File: config.mk
export PLATFORM = sky130hd
export DESIGN_NAME = snitch_icache_refill_server
export DESIGN_NICKNAME = d
export VERILOG_FILES = /design/src/rtl/snitch_icache_pkg.sv /design/src/rtl/snitch_icache_refill_server.sv
export SDC_FILE = /design/constraint.sdc
export NUM_CORES = 1
export LEC_CHECK = 0
export ABC_CLOCK_PERIOD_IN_PS = 1800
export CELL_PAD_IN_SITES_DETAIL_PLACEMENT = 0
export CELL_PAD_IN_SITES_GLOBAL_PLACEMENT = 1
export CORE_MARGIN = 2
export CORE_UTILIZATION = 25
export DETAILED_ROUTE_END_ITERATION = 16
export GPL_TIMING_DRIVEN = 0
export PLACE_DENSITY = 0.65
export SLEW_MARGIN = 20
export SYNTH_ARGS = -nofsm -noshare
export SYNTH_HDL_FRONTEND = slang
export SYNTH_SLANG_ARGS = --single-unit
File: constraint.sdc
create_clock -name clk_i -period 1.8 [get_ports clk_i]
set_input_delay 0.27 -clock clk_i [delete_from_list [all_inputs] [get_ports clk_i]]
set_output_delay 0.27 -clock clk_i [all_outputs]
set_load 0.02 [all_outputs]
File: src/rtl/snitch_icache_pkg.sv
`default_nettype none
// ============================================================================
// Module      : snitch_icache_pkg
// Description : Shared types for the instruction-cache refill path: refill
//               request/response records and the refill server state encoding.
// Revision    : 1.0 - initial release
// ============================================================================
package snitch_icache_pkg;

    // Default refill geometry. The record types below are sized with these.
    localparam int REFILL_LINE_WIDTH = 128;
    localparam int REFILL_FILL_AW    = 32;
    localparam int REFILL_ID_WIDTH   = 2;

    typedef struct packed {
        logic [REFILL_FILL_AW-1:0]  addr;
        logic [REFILL_ID_WIDTH-1:0] id;
    } refill_req_t;

    typedef struct packed {
        logic [REFILL_LINE_WIDTH-1:0] data;
        logic                         error;
        logic [REFILL_ID_WIDTH-1:0]   id;
    } refill_rsp_t;

    typedef enum logic [1:0] {
        S_IDLE  = 2'd0,
        S_FETCH = 2'd1,
        S_RESP  = 2'd2
    } refill_state_e;

endpackage : snitch_icache_pkg
`default_nettype wire

File: src/rtl/snitch_icache_refill_server.sv
`default_nettype none
// ============================================================================
// Module      : snitch_icache_refill_server
// Description : Serves one cache-line refill at a time by splitting it into
//               BEATS word reads on a grant/rvalid memory port, assembling
//               the words into a line and returning it with a sticky error.
// Ports       :
//   clk_i, rst_ni          clock (rising edge), synchronous active-low reset
//   refill_req_*           line request: addr, id, valid/ready
//   refill_rsp_*           line response: data, error, id, valid/ready
//   mem_req_o/mem_addr_o   word request, held until mem_gnt_i
//   mem_rvalid_i/_rdata_i  read data returned in grant order, mem_err_i
// Revision    : 1.0 - initial release
// ============================================================================
module snitch_icache_refill_server
    import snitch_icache_pkg::*;
#(
    parameter int LINE_WIDTH = 128,
    parameter int FILL_AW    = 32,
    parameter int MEM_DW     = 32,
    parameter int ID_WIDTH   = 2
) (
    input  wire logic                  clk_i,
    input  wire logic                  rst_ni,
    input  wire logic [FILL_AW-1:0]    refill_req_addr_i,
    input  wire logic [ID_WIDTH-1:0]   refill_req_id_i,
    input  wire logic                  refill_req_valid_i,
    output logic                       refill_req_ready_o,
    output logic [LINE_WIDTH-1:0]      refill_rsp_data_o,
    output logic                       refill_rsp_error_o,
    output logic [ID_WIDTH-1:0]        refill_rsp_id_o,
    output logic                       refill_rsp_valid_o,
    input  wire logic                  refill_rsp_ready_i,
    output logic                       mem_req_o,
    output logic [FILL_AW-1:0]         mem_addr_o,
    input  wire logic                  mem_gnt_i,
    input  wire logic                  mem_rvalid_i,
    input  wire logic [MEM_DW-1:0]     mem_rdata_i,
    input  wire logic                  mem_err_i
);

    localparam int BEATS    = LINE_WIDTH / MEM_DW;
    localparam int LINE_OFF = $clog2(LINE_WIDTH / 8);
    localparam int CW       = $clog2(BEATS) + 1;

    localparam logic [FILL_AW-1:0] LINE_MASK = ~FILL_AW'((1 << LINE_OFF) - 1);
    localparam logic [FILL_AW-1:0] WORD_STEP = FILL_AW'(MEM_DW / 8);
    localparam logic [CW-1:0]      LAST_BEAT = CW'(BEATS - 1);

    refill_state_e          r_state;
    logic [CW-1:0]          r_issue_cnt;
    logic [CW-1:0]          r_recv_cnt;
    logic [LINE_WIDTH-1:0]  r_data;
    logic                   r_err;
    logic [ID_WIDTH-1:0]    r_id;
    logic                   r_req_ready;
    logic                   r_rsp_valid;
    logic                   r_mem_req;
    logic [FILL_AW-1:0]     r_mem_addr;

    // mem_addr is walked incrementally from the line base, which is the value
    // loaded at accept time; it only advances on a grant, so an ungranted
    // request keeps both req and addr stable.
    always_ff @(posedge clk_i) begin
        if (!rst_ni) begin
            r_state     <= S_IDLE;
            r_issue_cnt <= '0;
            r_recv_cnt  <= '0;
            r_data      <= '0;
            r_err       <= 1'b0;
            r_id        <= '0;
            r_req_ready <= 1'b1;
            r_rsp_valid <= 1'b0;
            r_mem_req   <= 1'b0;
            r_mem_addr  <= '0;
        end else begin
            case (r_state)
                S_IDLE: begin
                    if (refill_req_valid_i) begin
                        r_id        <= refill_req_id_i;
                        r_data      <= '0;
                        r_err       <= 1'b0;
                        r_issue_cnt <= '0;
                        r_recv_cnt  <= '0;
                        r_mem_req   <= 1'b1;
                        r_mem_addr  <= refill_req_addr_i & LINE_MASK;
                        r_req_ready <= 1'b0;
                        r_state     <= S_FETCH;
                    end
                end
                S_FETCH: begin
                    if (r_mem_req && mem_gnt_i) begin
                        r_issue_cnt <= r_issue_cnt + 1'b1;
                        if (r_issue_cnt == LAST_BEAT) begin
                            r_mem_req <= 1'b0;
                        end else begin
                            r_mem_addr <= r_mem_addr + WORD_STEP;
                        end
                    end
                    // Errors are only accumulated; the line is always fetched
                    // in full so the memory side never sees a dangling read.
                    if (mem_rvalid_i) begin
                        for (int b = 0; b < BEATS; b++) begin
                            if (r_recv_cnt == CW'(b)) begin
                                r_data[b*MEM_DW +: MEM_DW] <= mem_rdata_i;
                            end
                        end
                        r_err      <= r_err | mem_err_i;
                        r_recv_cnt <= r_recv_cnt + 1'b1;
                        if (r_recv_cnt == LAST_BEAT) begin
                            r_rsp_valid <= 1'b1;
                            r_state     <= S_RESP;
                        end
                    end
                end
                S_RESP: begin
                    if (refill_rsp_ready_i) begin
                        r_rsp_valid <= 1'b0;
                        r_req_ready <= 1'b1;
                        r_state     <= S_IDLE;
                    end
                end
                default: begin
                    r_state <= S_IDLE;
                end
            endcase
        end
    end

    assign refill_req_ready_o = r_req_ready;
    assign refill_rsp_data_o  = r_data;
    assign refill_rsp_error_o = r_err;
    assign refill_rsp_id_o    = r_id;
    assign refill_rsp_valid_o = r_rsp_valid;
    assign mem_req_o          = r_mem_req;
    assign mem_addr_o         = r_mem_addr;

endmodule : snitch_icache_refill_server
`default_nettype wire

== Yosys cells after proc, flatten, opt, wreduce, memory -nomap -nowiden ==
Index checks and enable logic that the tools add are counted.
Operators by class
  add/sub/neg operators: 3
  multiply operators: 0
  divide/modulo/power cells: 0
  $lt $le $gt $ge: 0
  equal/unequal tests: 16
  shift operators: 0
  multiplexer cells: 34
  bitwise operators: 1
  reduce and logical (&&, ||, !) cells: 18
Operator list (count)
  128-bit 2-to-1 mux: 2
  128-bit case mux with 2 select lines: 1
  32-bit 2-to-1 mux: 7
  32-bit case mux with 2 select lines: 1
  32-bit by 3-bit adder with 32-bit output, second input constant: 1
  4-bit AND reduction: 8
  2-bit inequality test, second input constant: 10
  3-bit case mux with 2 select lines: 2
  3-bit by 2-bit == test with 1-bit output, second input constant: 3
  1-bit 2-to-1 mux: 9
  3-bit 2-to-1 mux: 3
  3-bit AND reduction: 3
  2-bit 2-to-1 mux: 4
  1-bit case mux with 2 select lines: 4
  3-bit by 1-bit adder with 3-bit output, second input constant: 2
  2-bit case mux with 3 select lines: 1
  2-bit nonzero test: 3
  3-bit by 1-bit == test with 1-bit output, second input constant: 1
  3-bit zero test: 1
  2-bit by 1-bit == test with 1-bit output, second input constant: 1
  2-bit == test, second input constant: 1
  2-bit zero test: 1
  2-bit AND reduction: 1
  1-bit logical AND: 1
  1-bit OR: 1
Word-level totals
  bits in registers: 174
  latch bits: 0
  memory bits (writable): 0
  memory bits (read-only): 0
  input port bits: 73
  logic and storage cells: 85
  memories kept: 0

== Depth between registers and ports, before layout ==
Gate-level depths: netlist (run 1).
  word-level depth: 4
  gate-level depth with buffers: 9

== Worst setup path before layout (run 1) ==
No wires, ideal clock.
  kind: register -> register
  from: reg r_mem_addr[2] (netlist: mem_addr_o[2])
  to: reg r_mem_addr[26] (netlist: mem_addr_o[26])
  arrival: 1855 ps
  data required time: 1712 ps
  setup slack: -143 ps
  stages on the path, launching flop included: 7
  buffers on the path: 0
  clock period less this slack: 1943 ps
  path through: dfxtp_1 -> ha_1 -> nand4_1 -> or4_4 -> nor2_4 -> a311oi_1 -> a311oi_2
On the way
  word-level cells in the longest chain between the ends: 4
RTL lines
  start, declared: line snitch_icache_refill_server.sv:59  | logic [FILL_AW-1:0] r_mem_addr;
  start signal, assigned: line snitch_icache_refill_server.sv:86  | r_mem_addr <= refill_req_addr_i & LINE_MASK;
  start signal, assigned: line snitch_icache_refill_server.sv:97  | r_mem_addr <= r_mem_addr + WORD_STEP;
  32-bit by 3-bit adder with 32-bit output: line snitch_icache_refill_server.sv:97
  32-bit 2-to-1 mux: line snitch_icache_refill_server.sv:94  | if (r_issue_cnt == LAST_BEAT) begin
  32-bit 2-to-1 mux: line snitch_icache_refill_server.sv:92  | if (r_mem_req && mem_gnt_i) begin
  32-bit case mux with 2 select lines: line snitch_icache_refill_server.sv:77  | case (r_state)
Every way passes these cells. The select of a mux whose other input is x is not followed.
A chain may end at the register's enable or synchronous reset.

== Final worst setup path (run 1) ==
  from: reg r_issue_cnt[0]
  to: reg r_mem_addr[26] (netlist: mem_addr_o[26])
On the way
  word-level cells in the longest chain between the ends: 3
RTL lines
  start, declared: line snitch_icache_refill_server.sv:51  | logic [CW-1:0] r_issue_cnt;
  start signal, assigned: line snitch_icache_refill_server.sv:93  | r_issue_cnt <= r_issue_cnt + 1'b1;
  3-bit by 2-bit == test with 1-bit output: line snitch_icache_refill_server.sv:94
  2-bit inequality test (no source line)
  4-bit AND reduction (no source line)
Every way passes these cells.

==> flow_metrics.tcl, run 1 <==
set metrics [dict create \
    drc 0 \
    clk_pin_slew_worst_paths_ps 80 \
    synth_cells 912 \
    fin_crit_sh_pct 109 \
    critPathLaunchType "register" \
    hold_path.class "input port to register" \
    fin_setup_tns_ps -1400 \
    fp.dieH_um 174 \
    final_cell_mix "clkdlybuf4s50_1, dfxtp_1, a21oi_1" \
    worstMarginPinSlew_ps 651 \
    drt-initial-drc-count 530 \
    grt_antenna_before_repair 0 \
    grt_start_max_net_pins 19 \
    synthFlopType "dfxtp_1" \
    path_common_cell "ha_4" \
    drv_cap 0 \
    slowest_delay_ps 370 \
    wl_um 31100 \
    crit_path_max_fanout 7 \
    cts_buffers 17 \
    first_pass_iters 5 \
    antennaDiodeCount 0 \
    holdPathStages 3 \
    final_nets 1284 \
    cp_slowest_cell "or3_1" \
    relSlewSlack_pct 56.6 \
    drv_slew 0 \
    powerDensity_mw_per_mm2 839 \
    gp_congestion 0.814 \
    hold_viol 0 \
    setup_viol 25 \
    avgSynthCellArea_um2 7.88 \
    rows 62 \
    grt_overflow_total 0 \
    final.min_clock_period_ps 1960 \
    violations "negative setup slack" \
    reg2reg_depth 8 \
    initial_core_util_pct 25.2 \
    clock-sinks 172 \
    cts_tree "done" \
    p_leak_nw 4.13 \
    worst-setup-path-type "register to register" \
    synth_edf_count 0 \
    rsz0062_at_grt "yes" \
    h-tree-depth 4 \
    cts_max_path_buffers 2 \
    grt_pass1_wl_um 46900 \
    syn_to_final_growth_pct 60.1 \
    clk_latency_ps 430 \
    path_cells "ha_4 -> ha_4 -> nand4b_1 -> a21o_1 -> buf_8 -> or3_1 -> o211ai_1 -> a311oi_2" \
    core_mm2 0.0285 \
    vias_per_cell 4.90 \
    vias 7837 \
    synth_area_mm2 0.00719 \
    critPathCaptureType "register" \
    grtUsageTotal_pct 20.1 \
    worstPathArrival_ps 2270 \
    skew_ps 20.9 \
    final_common_cell "clkdlybuf4s50_1" \
    cts_hold_buf 0 \
    drive_above_1_share_pct 17.4 \
    grt_pass1_vias 7617 \
    fp.dieW_um 174 \
    portBuffers 232 \
    multi_input_area_mm2 0.00370 \
    wl_per_cell_um 19.4 \
    synth-async-reset-ratio_pct 0 \
    yosys_warnings 0 \
    whs_ps 325 \
    crit_required_ps 2110 \
    worst_slack_ps -165 \
    irDropWorstVdd_mv 0.513 \
    hpwl_um 22200 \
    ys_seq_area_share_pct 47.9 \
    ys_types 58 \
    fillCellCount 2983 \
    fp.dieArea_mm2 0.0301 \
    clock.fmax_ghz 0.509 \
    root_buffer "clkbuf_16" \
    register_area_mm2 0.00347 \
    outcome "finished, violations left" \
    drtAntennaViolNets 0 \
    io-pin-count 239 \
    ys_ff_latch 172 \
]
==> worst paths after layout <==
path / from / to / slack [ps]
max: r_issue_cnt[0] / mem_addr_o[26] / -160
min: mem_rvalid_i / r_recv_cnt[1] / 320
max reg2reg: r_issue_cnt[0] / mem_addr_o[26] / -160
min reg2reg: refill_rsp_data_o[2] / refill_rsp_data_o[2] / 450
==> through the flow <==
step / power [W] / std cells / util, % / area, um^2 / setup slack, ps
floorplan: 0.00490 / 913 / - / 7240 / -37.1
global route: 0.0100 / 1600 / 40.3 / 11500 / -196
detailed placement: 0.00573 / 1530 / 35.2 / 10100 / -853
finish: 0.00966 / 1600 / 40.3 / 11500 / -165
global placement: 0.00573 / 1529 / 35.2 / 10000 / -987
CTS: 0.00965 / 1583 / 39.1 / 11200 / -154
==> registers in the layout (all words and copies together), names as in the netlist <==
register	flops
mem_addr_o	30
mem_req_o	1
r_issue_cnt	3
r_recv_cnt	3
r_state	2
refill_req_ready_o	1
refill_rsp_data_o	128
refill_rsp_error_o	1
refill_rsp_id_o	2
refill_rsp_valid_o	1
==> cells in the mapped netlist, drive strengths merged, types with 2 or more instances <==
cell type	number	share of area (%)
dfxtp	172	48
a21oi	171	12
nand2	154	8.0
nand3	140	9.8
clkbuf	63	3.4
nor2	34	1.9
o21ai	32	2.2
buf	12	0.94
nand4	12	1.3
nor3	12	0.99
inv	9	0.47
o22ai	9	0.78
a31oi	8	0.70
and3	8	0.75
ha	8	1.4
a21o	7	0.73
a211oi	6	0.63
a311oi	5	0.70
nand2b	4	0.35
nor2b	3	0.26
nor3b	3	0.31
nor4	3	0.47
o211ai	3	0.31
xnor2	3	0.37
a22oi	2	0.21
and2	2	0.17
and3b	2	0.24
and4	2	0.24
clkinv	2	0.10
o221ai	2	0.24
o31ai	2	0.21
or2	2	0.17
or3	2	0.19
or4	2	0.28
xor2	2	0.24
==> per-layer routing <==
| layer | part of all wire [%] | up-vias | track usage (%) |
|---|---|---|---|
| met4 | 2.1 | 0 | 5.81 |
| met3 | 6.1 | 34 | 4.87 |
| met1 | 45 | 3763 | 26.9 |
| met2 | 47 | 232 | 32.5 |
| met5 | 0 | - | 0 |
| li1 | - | 3808 | - |
==> timing repair <==
action | in CTS | in global routing
pin swaps | 35 | 17
cloned | 3 | 2
buffers inserted | 19 | 16
setup endpoints to repair | 176 | 165
endpoints found under the hold margin | 0 | 0
resized for setup | 125 | 105
==> cells by family (layout without fill, tap and decap cells) <==
logic type	count (synthesis)	count (layout)	share of synthesized area (%)
adder cells (fa/ha/maj)	8	8	1.39
XOR/XNOR	5	5	0.609
AO/OA/AOI/OAI	252	252	19.3
other	1	2	0.0522
flip-flops	172	172	47.9
multiplexers	1	1	0.139
buffers and inverters	86	388	4.94
AND/OR/NAND/NOR	387	388	25.7
==> critical path, delay by kind of cell, from the launching register on <==
family          cells  cell delay (ps)
flops               1              350
buf+inv             1              140
compound gates      3              420
simple gates        2              610
fa+ha+maj           2              320
==> where the power goes <==
part           switching, W  internal, W
combinational       0.00101     0.000742
sequential         0.000150      0.00396
clock               0.00181      0.00199
total               0.00297      0.00669
==> layout make-up <==
class	instances	area share, %
Inverter	11	0.380
Buffer	74	4.46
Sequential cell	172	30.1
Timing Repair Buffer	271	23.6
Clock inverter	15	1.45
Multi-Input combinational cell	656	32.1
Clock buffer	17	3.69
Tap cell	384	4.17
Note: power is estimated with default switching activity, not from simulation.
==> run 2: changes to the inputs <==
--- a/config.mk
+++ b/config.mk
@@ -6,13 +6,11 @@
 export NUM_CORES = 1
 export LEC_CHECK = 0
 export ABC_CLOCK_PERIOD_IN_PS = 1800
-export CELL_PAD_IN_SITES_DETAIL_PLACEMENT = 0
-export CELL_PAD_IN_SITES_GLOBAL_PLACEMENT = 1
 export CORE_MARGIN = 2
 export CORE_UTILIZATION = 25
 export DETAILED_ROUTE_END_ITERATION = 16
 export GPL_TIMING_DRIVEN = 0
-export PLACE_DENSITY = 0.65
+export PLACE_DENSITY = 0.5
 export SLEW_MARGIN = 20
 export SYNTH_ARGS = -nofsm -noshare
 export SYNTH_HDL_FRONTEND = slang
==> constraint.sdc (replaced) <==
create_clock -name clk_i -period 1.8 [get_ports clk_i]
set_input_delay 0.27 -clock clk_i [delete_from_list [all_inputs] [get_ports clk_i]]
set_output_delay 0.27 -clock clk_i [all_outputs]
set_load 0.1 [all_outputs]
==> run 2 against run 1 <==
Against the previous run:
- the flow still finishes with violations (negative setup slack)
- power grew 9.7%
- global-route usage shrank 0.065 points
- flip-flop and latch count is the same
- core utilization grew 0.70 points
- maximum frequency grew 5.6%
- routed wire length shrank 0.35%
- largest cell class unchanged
- sequential power is essentially flat
- first-iteration DRC count shrank 12%
- sequential share of layout area is essentially flat
- die area is the same
- clock power grew 3%
- critical path depth is the same
==> flow_metrics.tcl, run 2 (synthesis results as in run 1) <==
set metrics [dict create \
    power.total_w 0.0106 \
    placed_cells 1529 \
    cp_slowest_cell "or3_1" \
    p_comb_share_pct 24.3 \
    critPathCaptureType "register" \
    fin_crit_sh_pct 103 \
    holdPathStages 3 \
    rsz0062_at_grt "yes" \
    fp.dieH_um 174 \
    path_common_cell "ha_4" \
    path_cells "ha_4 -> ha_4 -> nand4b_1 -> a21o_1 -> buf_8 -> or3_1 -> o211ai_1 -> a311oi_2" \
    cts_hold_buf 0 \
    post-place-ws_ps -848 \
    cts_tree "done" \
    seq_power_share_pct 38.8 \
    cts_max_path_buffers 2 \
    slowest_delay_ps 350 \
    hpwl_um 22400 \
    grt_pass1_wl_um 46800 \
    powerDensity_mw_per_mm2 904 \
    grt_overflow_total 0 \
    fp.dieW_um 174 \
    final_nets 1272 \
    core_mm2 0.0285 \
    drt-initial-drc-count 464 \
    gp_congestion 0.839 \
    grt_antenna_before_repair 0 \
    first_pass_iters 6 \
    crit_path_max_fanout 6 \
    h-tree-depth 4 \
    clock.fmax_ghz 0.538 \
    finalNonFillerCells 1588 \
    wl_per_cell_um 19.5 \
    drive_above_1_share_pct 31.5 \
    clock-sinks 172 \
    clockPowerShare_pct 36.9 \
    hold_path.class "input port to register" \
    hold_viol 0 \
    final_cell_mix "clkdlybuf4s15_2, a21oi_1, nand2_1" \
    violations "negative setup slack" \
    worst-setup-path-type "register to register" \
    final_common_cell "clkdlybuf4s15_2" \
    grtUsageTotal_pct 20.1 \
    reg2reg_depth 8 \
    crit_required_ps 2100 \
    io-pin-count 239 \
    portBuffers 232 \
    reg2reg_slack_ps -60 \
    worstPathArrival_ps 2160 \
    drc 0 \
    relSlewSlack_pct 51.8 \
    grt_pass1_vias 7665 \
    critPathLaunchType "register" \
    rows 62 \
    intPower_w 0.00658 \
    vias_per_cell 4.95 \
    antennaDiodeCount 0 \
    p_sw_w 0.00401 \
    vias 7854 \
    drv_slew 0 \
    root_buffer "clkbuf_16" \
    min_from "mem_rvalid_i" \
    hold_end "r_recv_cnt[1]" \
    fin_setup_tns_ps -240 \
    irDropWorstVdd_mv 0.518 \
    wl_um 31000 \
    cts_buffers 17 \
    whs_ps 273 \
    r2r-start "r_issue_cnt[0]" \
    regToRegEndpoint "mem_addr_o[26]" \
    worstMarginPinSlew_ps 723 \
    outcome "finished, violations left" \
    initial_core_util_pct 25.2 \
    drtAntennaViolNets 0 \
    final.min_clock_period_ps 1860 \
    drv_cap 0 \
    largest_register_ffs 128 \
    clk_latency_ps 440 \
    syn_to_final_growth_pct 62.9 \
    swShare_pct 37.9 \
    worst_slack_ps -59.8 \
    setup_viol 10 \
    grt_start_max_net_pins 22 \
    clk_pin_slew_worst_paths_ps 80 \
    p_leak_nw 4.03 \
    skew_ps 18.8 \
    fp.dieArea_mm2 0.0301 \
]
==> run 2: cell count changes in the layout (fill, tap and decap cells not counted), sizes merged <==
cell | previous run | this run
dlygate4sd2 | 11 | 0
nand4 | 13 | 12
clkdlybuf4s50 | 213 | 67
dlymetal6s2s | 7 | 1
inv | 20 | 17
clkinvlp | 2 | 0
bufinv | 1 | 0
clkinv | 3 | 9
clkbuf | 73 | 78
buf | 58 | 41
clkdlybuf4s15 | 0 | 164
==> run 2: repair_timing <==
action	in CTS	in global routing
pin swaps	23	16
setup buffers	13	14
gates resized for setup	598	83
setup endpoints to repair	332	157
cloned	3	0
endpoints found under the hold margin	0	0
==> run 2: layout make-up <==
cell class / count / area (um^2)
Fill cell: 2970 / 16800
Multi-Input combinational cell: 655 / 3730
Sequential cell: 172 / 3530
Timing Repair Buffer: 261 / 2820
Tap cell: 384 / 480
Buffer: 73 / 479
Clock buffer: 17 / 425
Clock inverter: 15 / 208
Inverter: 11 / 42.5
==> run 2: metal layers <==
metal,GRT usage [%],wire length (um)
met1,26.0,13600
met2,32.2,14100
met3,6.40,2570
met4,5.57,671
met5,0,0
==> run 2: worst max path at each step <==
| stage | endpoint | start | slack, ps | cells past startpoint |
|---|---|---|---|---|
| final | mem_addr_o[26] | r_issue_cnt[0] | -60 | 8 |
| after CTS | mem_addr_o[26] | r_issue_cnt[1] | -70 | 8 |
| after floorplan | mem_addr_o[26] | mem_addr_o[7] | -110 | 6 |
| after detailed placement | refill_rsp_data_o[12] | refill_req_valid_i | -850 | 7 |
| after global routing | mem_addr_o[26] | r_issue_cnt[0] | -110 | 8 |
| after global placement | refill_rsp_data_o[12] | refill_req_valid_i | -830 | 7 |
==> run 2: worst max-delay path, delay by kind of cell (launching register included) <==
| family | cells | cell delay [ps] |
|---|---|---|
| compound gates | 3 | 400 |
| fa+ha+maj | 2 | 310 |
| buf+inv | 1 | 140 |
| flops | 1 | 340 |
| simple gates | 2 | 550 |
==> run 2: power groups by stage <==
stage	clock network, W	logic [W]	registers [W]
global route	0.00415	0.00269	0.00413
finish	0.00391	0.00258	0.00411
detailed placement	0	0.00244	0.00418
floorplan	0	0.000586	0.00522
CTS	0.00401	0.00253	0.00410
global placement	0	0.00245	0.00418
==> run 2: metrics by stage <==
stage          area, um^2  utilization, %
2_1_floorplan        7330               -
3_3_place_gp        10100            35.5
3_5_place_dp        10100            35.5
4_1_cts             11400            40.0
5_1_grt             11700            41.0
6_report            11700            41.0
==> run 3: changes to the inputs <==
--- a/config.mk
+++ b/config.mk
@@ -15,3 +15,4 @@
 export SYNTH_ARGS = -nofsm -noshare
 export SYNTH_HDL_FRONTEND = slang
 export SYNTH_SLANG_ARGS = --single-unit
+export TNS_END_PERCENT = 30
==> run 3 against run 2 <==
Against the previous run:
- the flow still finishes with violations (negative setup slack)
- critical path depth grew 2
- die area unchanged
- clock power is 3% lower
- via count rose by 0.83%
- cell count shrank 0.25%
- critical endpoint is now mem_addr_o[30]
- highest routed layer unchanged
==> flow_metrics.tcl, run 3 (synthesis results as in run 1) <==
set metrics [dict create \
    skew_ps 14.8 \
    drt-initial-drc-count 593 \
    relSlewSlack_pct 54.5 \
    worst-setup-path-type "register to register" \
    outcome "finished, violations left" \
    r2r-start "r_issue_cnt[1]" \
    grt_overflow_total 0 \
    fp.dieW_um 174 \
    wl_per_cell_um 19.6 \
    irDropWorstVdd_mv 0.409 \
    hpwl_um 22500 \
    whs_ps 265 \
    final_cell_mix "clkdlybuf4s15_2, a21oi_1, nand2_1" \
    drtAntennaViolNets 0 \
    critPathLaunchType "register" \
    powerDensity_mw_per_mm2 908 \
    grtUsageTotal_pct 20.2 \
    critPathCaptureType "register" \
    final_common_cell "clkdlybuf4s15_2" \
    cts_tree "done" \
    worst_slack_ps -120 \
    reg2reg_slack_ps -120 \
    hold_end "r_recv_cnt[1]" \
    wl_um 31100 \
    grt_start_max_net_pins 17 \
    clk_latency_ps 430 \
    finalNonFillerCells 1584 \
    h-tree-depth 4 \
    worstMarginPinSlew_ps 680 \
    clock-sinks 172 \
    worstPathArrival_ps 2300 \
    cts_max_path_buffers 2 \
    crit_path_max_fanout 4 \
    hold_path.class "input port to register" \
    drc 0 \
    postLayoutCoreUtil_pct 40.4 \
    final_nets 1267 \
    fp.dieArea_mm2 0.0301 \
    cts_hold_buf 0 \
    first_pass_iters 5 \
    core_mm2 0.0285 \
    fp.dieH_um 174 \
    clk_pin_slew_worst_paths_ps 70 \
    final.min_clock_period_ps 1920 \
    vias 7919 \
    drive_above_1_share_pct 30.0 \
    syn_to_final_growth_pct 60.6 \
    vias_per_cell 5.00 \
    p_leak_nw 3.94 \
    gp_congestion 0.852 \
    reg2reg_depth 10 \
    clock.fmax_ghz 0.521 \
    initial_core_util_pct 25.2 \
    placed_cells 1529 \
    root_buffer "clkbuf_16" \
    grt_pass1_wl_um 46900 \
    io-pin-count 239 \
    min_from "mem_rvalid_i" \
    rows 62 \
    rsz0062_at_grt "yes" \
    fin_crit_sh_pct 107 \
    portBuffers 232 \
    cts_buffers 17 \
    setup_viol 16 \
    post-place-ws_ps -828 \
    grt_antenna_before_repair 1 \
    holdPathStages 3 \
    largest_register_ffs 128 \
    hold_viol 0 \
    violations "negative setup slack" \
    grt_pass1_vias 7544 \
    regToRegEndpoint "mem_addr_o[30]" \
    drv_cap 0 \
    fin_setup_tns_ps -794 \
    drv_slew 0 \
    crit_required_ps 2180 \
]
[run 3: changes by cell type in the layout (fill, tap and decap cells not counted), sizes merged]
cell / change
clkbuf: -5
bufinv: +1
diode: +1
buf: +5
clkinv: -3
clkdlybuf4s15: -2
inv: -1
[run 3: area by class of cell]
class	count	area (um^2)
repair buffers	256	2760
multi-input cells	655	3680
clock inverters	12	123
fillers	2972	17000
clock buffers	20	468
plain buffers	73	464
inverters	11	42.5
diodes	1	2.50
well taps	384	480
flip-flops and latches	172	3530
[run 3: worst max path at each step]
stage	end	start	slack, ps	cells past startpoint
2_1_floorplan	mem_addr_o[26]	mem_addr_o[7]	-110	6
3_3_place_gp	refill_rsp_data_o[10]	refill_req_valid_i	-850	7
3_5_place_dp	refill_rsp_data_o[10]	refill_req_valid_i	-830	7
4_1_cts	mem_addr_o[17]	mem_addr_o[17]	-120	1
5_1_grt	mem_addr_o[30]	r_issue_cnt[0]	-170	10
6_report	mem_addr_o[30]	r_issue_cnt[1]	-120	10
[run 3: power by group]
group / switching, W / internal, W / total (W)
registers: 0.000149 / 0.00396 / 0.00411
clock network: 0.00174 / 0.00207 / 0.00381
logic: 0.00189 / 0.000673 / 0.00257
[run 3: worst max-delay path, cell delays in order, from the launching register on]
cell	delay [ps]
dfxtp_2	340
ha_4	160
ha_4	160
nand4b_1	210
buf_4	190
a21oi_4	180
buf_6	130
buf_6	110
a41oi_2	90
a21oi_1	150
and3b_1	160
[run 3: metrics by stage]
| step | total power (W) | area, um^2 |
|---|---|---|
| detailed placement | 0.00662 | 10100 |
| global route | 0.0109 | 11500 |
| CTS | 0.0105 | 11300 |
| floorplan | 0.00580 | 7310 |
| global placement | 0.00663 | 10100 |
| finish | 0.0105 | 11500 |
[run 3: per-layer routing]
layer,wire (um),vias up,GRT usage [%]
met5,0,-,0
met1,13600,3813,25.8
met2,14600,309,33.4
li1,-,3765,-
met3,2440,32,6.43
met4,448,0,4.69
[run 3: timing repair]
item / 4_1_cts / 5_1_grt
setup endpoints to repair: 332 / 160
gates resized for setup: 586 / 68
setup buffers: 10 / 13
cloned: 1 / 0
pin swaps: 14 / 23
